<file path="config.mk">
export PLATFORM = sky130hd
export DESIGN_NAME = mem_dump_reader
export DESIGN_NICKNAME = d
export VERILOG_FILES = /design/src/rtl/mem_dump_reader.sv
export SDC_FILE = /design/constraint.sdc
export NUM_CORES = 1
export LEC_CHECK = 0
export CAP_MARGIN = 25
export CORE_MARGIN = 2
export CORE_UTILIZATION = 45
export DETAILED_ROUTE_END_ITERATION = 7
export GPL_TIMING_DRIVEN = 0
export PLACE_DENSITY_LB_ADDON = 0.3
export SLEW_MARGIN = 20
export SYNTH_ARGS = -nofsm -noshare
export SYNTH_HDL_FRONTEND = slang
export SYNTH_SLANG_ARGS = --single-unit
export TNS_END_PERCENT = 30
</file>
<file path="constraint.sdc">
create_clock -name clk -period 2.7 [get_ports clk]
set_input_delay 0.405 -clock clk [delete_from_list [all_inputs] [get_ports clk]]
set_output_delay 0.405 -clock clk [all_outputs]
set_load 0.01 [all_outputs]
</file>
<file path="src/rtl/mem_dump_reader.sv">
// Generic synchronous FIFO with the head entry presented combinationally.
// Latency: a push is visible at the head on the cycle after the write edge.
// Backpressure: a push is dropped only when full with no same-cycle pop; callers size credits so this never happens.
module sync_fifo #(
    parameter int WIDTH = 8,
    parameter int DEPTH = 2
) (
    input  logic                           clk,
    input  logic                           reset,
    input  logic                           push_vld,
    input  logic [WIDTH-1:0]               push_dat,
    input  logic                           pop_rdy,
    output logic [WIDTH-1:0]               head_dat,
    output logic                           empty,
    output logic [$clog2(DEPTH+1)-1:0]     count
);
    localparam int AW = (DEPTH > 1) ? $clog2(DEPTH) : 1;
    localparam int CW = $clog2(DEPTH + 1);

    logic [WIDTH-1:0] store [DEPTH];
    logic [AW-1:0]    wr_ptr;
    logic [AW-1:0]    rd_ptr;
    logic             pop_ok;
    logic             push_ok;

    assign empty    = (count == '0);
    assign pop_ok   = pop_rdy && !empty;
    assign push_ok  = push_vld && ((count != CW'(DEPTH)) || pop_ok);
    assign head_dat = store[rd_ptr];

    // Storage, pointers and occupancy; storage is cleared so an empty FIFO shows zeros at its head.
    always_ff @(posedge clk or negedge reset) begin
        if (!reset) begin
            for (int i = 0; i < DEPTH; i++) begin
                store[i] <= '0;
            end
            wr_ptr <= '0;
            rd_ptr <= '0;
            count  <= '0;
        end else begin
            if (push_ok) begin
                store[wr_ptr] <= push_dat;
                wr_ptr        <= (wr_ptr == AW'(DEPTH - 1)) ? '0 : wr_ptr + AW'(1);
            end
            if (pop_ok) begin
                rd_ptr <= (rd_ptr == AW'(DEPTH - 1)) ? '0 : rd_ptr + AW'(1);
            end
            case ({push_ok, pop_ok})
                2'b10:   count <= count + CW'(1);
                2'b01:   count <= count - CW'(1);
                default: count <= count;
            endcase
        end
    end
endmodule

// Streams word_count words of memory starting at base_addr out over a valid/ready port.
// Latency: first word valid 2 cycles after the start edge, then one word per cycle.
// Backpressure: reads + buffered words never exceed 2; reads pause until the consumer pops.
module mem_dump_reader #(
    parameter int ADDR_W = 12,
    parameter int DATA_W = 32
) (
    input  logic              clk,
    input  logic              reset,
    input  logic              start,
    input  logic [ADDR_W-1:0] base_addr,
    input  logic [ADDR_W:0]   word_count,
    output logic              busy,
    output logic              done,
    output logic              mem_re,
    output logic [ADDR_W-1:0] mem_addr,
    input  logic [DATA_W-1:0] mem_rdata,
    output logic              out_valid,
    input  logic              out_ready,
    output logic [DATA_W-1:0] out_data,
    output logic [ADDR_W-1:0] out_addr,
    output logic              out_last
);
    typedef enum logic [1:0] {
        S_IDLE  = 2'd0,
        S_READ  = 2'd1,
        S_DRAIN = 2'd2,
        S_DONE  = 2'd3
    } state_t;

    typedef struct packed {
        logic              last;
        logic [ADDR_W-1:0] addr;
        logic [DATA_W-1:0] dat;
    } entry_t;

    localparam logic [ADDR_W:0]   CNT_ONE  = (ADDR_W+1)'(1);
    localparam logic [ADDR_W-1:0] ADDR_ONE = ADDR_W'(1);

    state_t          state;
    logic [ADDR_W:0] count_q;
    logic [ADDR_W:0] issued;

    // Read-return stage: tags the word that memory presents this cycle.
    logic              rd_vld;
    logic [ADDR_W-1:0] rd_addr;
    logic              rd_last;

    entry_t     push_ent;
    entry_t     head;
    logic [1:0] fifo_cnt;
    logic       fifo_empty;
    logic       pop;
    logic [2:0] occ;
    logic       issue;
    logic       issue_last;

    assign pop       = out_valid && out_ready;
    // Words buffered plus the one returning now, less the one leaving this cycle.
    assign occ       = 3'(fifo_cnt) + 3'(rd_vld) - 3'(pop);
    // The read enable sees a same-cycle pop, so it is decoded from state and out_ready rather than registered.
    assign issue      = (state == S_READ) && (occ < 3'd2);
    assign issue_last = (issued == (count_q - CNT_ONE));
    assign mem_re     = issue;

    assign push_ent.last = rd_last;
    assign push_ent.addr = rd_addr;
    assign push_ent.dat  = mem_rdata;

    assign out_valid = !fifo_empty;
    assign out_data  = head.dat;
    assign out_addr  = head.addr;
    assign out_last  = head.last;

    sync_fifo #(
        .WIDTH ($bits(entry_t)),
        .DEPTH (2)
    ) u_fifo (
        .clk      (clk),
        .reset    (reset),
        .push_vld (rd_vld),
        .push_dat (push_ent),
        .pop_rdy  (pop),
        .head_dat (head),
        .empty    (fifo_empty),
        .count    (fifo_cnt)
    );

    // Control FSM: captures the request, steps the read address, and finishes on the last handshake.
    always_ff @(posedge clk or negedge reset) begin
        if (!reset) begin
            state    <= S_IDLE;
            count_q  <= '0;
            issued   <= '0;
            mem_addr <= '0;
            busy     <= 1'b0;
            done     <= 1'b0;
        end else begin
            done <= 1'b0;
            case (state)
                S_IDLE: begin
                    if (start) begin
                        count_q  <= word_count;
                        mem_addr <= base_addr;
                        issued   <= '0;
                        if (word_count == '0) begin
                            state <= S_DONE;
                            done  <= 1'b1;
                        end else begin
                            state <= S_READ;
                            busy  <= 1'b1;
                        end
                    end
                end
                S_READ: begin
                    if (issue) begin
                        mem_addr <= mem_addr + ADDR_ONE;
                        issued   <= issued + CNT_ONE;
                        if (issue_last) begin
                            state <= S_DRAIN;
                        end
                    end
                end
                S_DRAIN: begin
                    if (pop && head.last) begin
                        state <= S_DONE;
                        done  <= 1'b1;
                        busy  <= 1'b0;
                    end
                end
                S_DONE: begin
                    state <= S_IDLE;
                end
                default: begin
                    state <= S_IDLE;
                end
            endcase
        end
    end

    // Tag each issued read so the returning word is pushed with its address and last marker.
    always_ff @(posedge clk or negedge reset) begin
        if (!reset) begin
            rd_vld  <= 1'b0;
            rd_addr <= '0;
            rd_last <= 1'b0;
        end else begin
            rd_vld  <= issue;
            rd_addr <= mem_addr;
            rd_last <= issue_last;
        end
    end
endmodule

</file>
==> impl_metrics.toml <==
[global_routing]
grt_pass1_wl_um = 25300
grt_pass1_vias = 5047
antenna_found_initial = 0
grt_max_degree = 87
grt_use_total = 0.194
grt_overflow = 0

[clock_tree]
cts-root-buf = "clkbuf_16"
numCtsBuffers = 17
clk_pin_slew_ps = 60
clock-sinks = 150
tritoncts = "yes"
worstSkewPairLatency_ps = 420
htree_num_levels = 4
cts_max_path_buffers = 2

[synthesis]
yosys-mux-area-fraction = 0.246
synth_nets = 622
synth_fa_ha_area_frac = 0.0153
ys_top_cells_by_area = "dfrtp_1, mux2_2, mux2_1, xor2_1, xnor2_1"
yosysWarnings = 0
synth-edff-count = 0
synthDistinctLibCells = 56
synth_top_family_by_area = "multiplexers"
synth-compound-area-share = 0.0624
synthCells = 553
synth_seq_cells = 150
synth_most_common_cell = "dfrtp_1"
synth_xor_area_frac = 0.0387
async_reset_ff_frac = 1.00
syn_area_sq_mm = 0.00702
yosysTopAreaCell = "dfrtp_1"
ys_top_cells_by_count = "dfrtp_1, mux2_2, nor2_1"
synth-simple-area-share = 0.0784
synth_flop_cell = "dfrtp_1"
syn_area_per_cell_sq_um = 12.7
synth_top_area_share = 0.535
ys_seq_area_frac = 0.535

[detailed_routing]
met1_length_um = 6660
met3_wirelength_um = 764
vias = 4894
via_per_inst = 5.41
wl_met2_um = 7900
firstDrtPassIters = 4
drt_iter0_drc = 333
antenna_left = 0
drc = 0
topRoutingLayerUsed = "met4"
routed_wl_um = 15600
routedWlPerCell_um = 17.3

[die]
ios = 122
die_h_um = 129
dieArea_sq_mm = 0.0166
die_w_um = 129
start_util = 0.462
num_rows = 45
fp.coreArea_sq_mm = 0.0152

[sta]
finalHoldViolations = 0
hold-worst-slack_ps = 410
min_period_ps = 2810
rsz0062_at_grt = "yes"
max_freq_mhz = 356
maxSlewViolCount = 0
final-setup-viol-count = 5
slew-limit-headroom = 0.453
clock_skew_ps = 4.58
fin_ws_ps = -111
fin_crit_sh = 1.04
worstMarginPinSlew_ps = 817

[pwr]
intPower_mw = 8.10
swShare = 0.328
clockPowerShare = 0.208
power_density_mw_per_mm2 = 1290
leakage_nw = 3.92
seqPwrFrac = 0.327
combPwrFrac = 0.465
p_sw_mw = 3.95
peakVddDrop_v = 0.000578

[finish]
fin_area_sq_mm = 0.00937
layout-drive-gt1-share = 0.320
final_nets = 774
syn_to_final_growth_pct = 33.6
diodes = 0

[worst_setup_path]
path_class = "reg2out"
cp.arrival_ps = 2410
critPathMaxFanout = 2
worstPathRequired_ps = 2300
slowest_stage = "dfrtp_1"
startpoint_type = "register"
crit_path_cell_trace = "nor2_4 -> inv_2 -> and2_4 -> ha_4 -> nor2b_4 -> fa_2 -> xnor2_4 -> nor2_4 -> and2_4 -> buf_6"
ff2ff_setup_slack_ps = -60
worstSetupEndpointType = "output port"
slowest_delay_ps = 410

[hold_path]
min_path_type = "reg2reg"

[placed_design]
io_buffers = 121
place_congestion = 0.849
dpl-instance-area_sq_mm = 0.00856
hpwl_um = 11000

[run]
max_cap_violations = 0

[outcome]
status = "finished, violations left"
failed_checks = "setup timing"
==> stage by stage <==
stage / setup TNS (ps) / setup slack, ps / total power [mW] / cells / utilization
detailed placement: -13110 / -771 / 9.29 / 863 / 0.563
CTS: -356 / -104 / 12.1 / 902 / 0.613
global placement: -692660 / -5090 / 9.07 / 862 / 0.561
finish: -258 / -111 / 12.0 / 904 / 0.617
floorplan: -37.9 / -18.0 / 7.12 / 553 / -
global route: -1380 / -197 / 12.8 / 904 / 0.617
==> worst paths after layout <==
kind	from	end	depth (start not counted)
worst max-delay path	u_fifo.count[0]	mem_re	10
worst min-delay path	mem_addr[2]	rd_addr[2]	0
worst max register to register	u_fifo.count[0]	issued[9]	14
worst min register to register	mem_addr[2]	rd_addr[2]	0
max in group asynchronous	reset	u_fifo.count[1]	3
min in group asynchronous	reset	rd_addr[1]	2
==> kinds of logic after synthesis <==
logic type                 Yosys count
AOI/OAI and AO/OA                   68
xor gates and xnor gates            31
adders and majority gates            8
buffers and inverters               39
DFF                                150
muxes                              154
and+or+nand+nor                    103
==> layer usage <==
metal  vias up  GRT usage
li1       2287          -
met1      2443      0.240
met2       135      0.334
met3        29     0.0478
met4         0     0.0665
met5         -          0
==> timing repair <==
action	4_1_cts	5_1_grt
endpoints found under the setup margin	60	18
resized for setup	25	8
hold endpoints to repair	64	0
pin swaps	10	7
hold buffers	1	0
gates cloned	0	0
buffers inserted	9	2
==> critical path, delay by kind of cell, from the launching register on <==
family / cells / cell delay, ps
and+or+nand+nor: 5 / 520
buffers and inverters: 2 / 150
adders and majority gates: 2 / 670
DFF: 1 / 410
xor gates and xnor gates: 1 / 260
==> cell type report <==
type / instances / area, sq um
timing repair buffer: 134 / 1340
clock buffer: 22 / 484
multi-input combinational: 364 / 3230
tap: 188 / 235
fill: 1176 / 5830
sequential: 150 / 3750
clock inverter: 8 / 146
buffer: 26 / 143
inverter: 12 / 45.0
==> power by group through the flow <==
| stage | Combinational [mW] | Clock (mW) | Sequential, mW |
|---|---|---|---|
| after global placement | 5.17 | 0 | 3.89 |
| after detailed placement | 5.31 | 0 | 3.98 |
| after CTS | 5.57 | 2.55 | 3.94 |
| after floorplan | 3.32 | 0 | 3.81 |
| after global routing | 6.07 | 2.64 | 4.08 |
| final | 5.60 | 2.51 | 3.94 |
==> flip-flops by register name, indices dropped and copies added (netlist names) <==
| signal | count |
|---|---|
| state | 2 |
| rd_vld | 1 |
| rd_last | 1 |
| u_fifo.store | 90 |
| u_fifo.count | 2 |
| done | 1 |
| count_q | 13 |
| mem_addr | 12 |
| busy | 1 |
| u_fifo.wr_ptr | 1 |
| u_fifo.rd_ptr | 1 |
| issued | 13 |
| rd_addr | 12 |
==> cell usage in the layout, fill, tap and decap left out, types with 3 or more instances in the layout <==
cell type / count
dfrtp_1: 149
mux2_2: 132
clkdlybuf4s50_1: 118
nor2_1: 22
a21oi_1: 22
nand2_1: 19
o21ai_0: 17
xor2_1: 17
mux2_1: 17
clkbuf_16: 17
buf_2: 14
nand3_1: 14
xnor2_1: 12
buf_4: 12
inv_1: 11
and3_1: 8
nand3_2: 7
clkbuf_1: 6
ha_1: 6
nand4_1: 5
mux2i_1: 5
nor3_1: 4
buf_6: 4
o22ai_1: 4
clkbuf_8: 4
bufinv_16: 4
o211ai_1: 3
nand2b_1: 3
No activity file was read; power rests on OpenSTA's default activity.
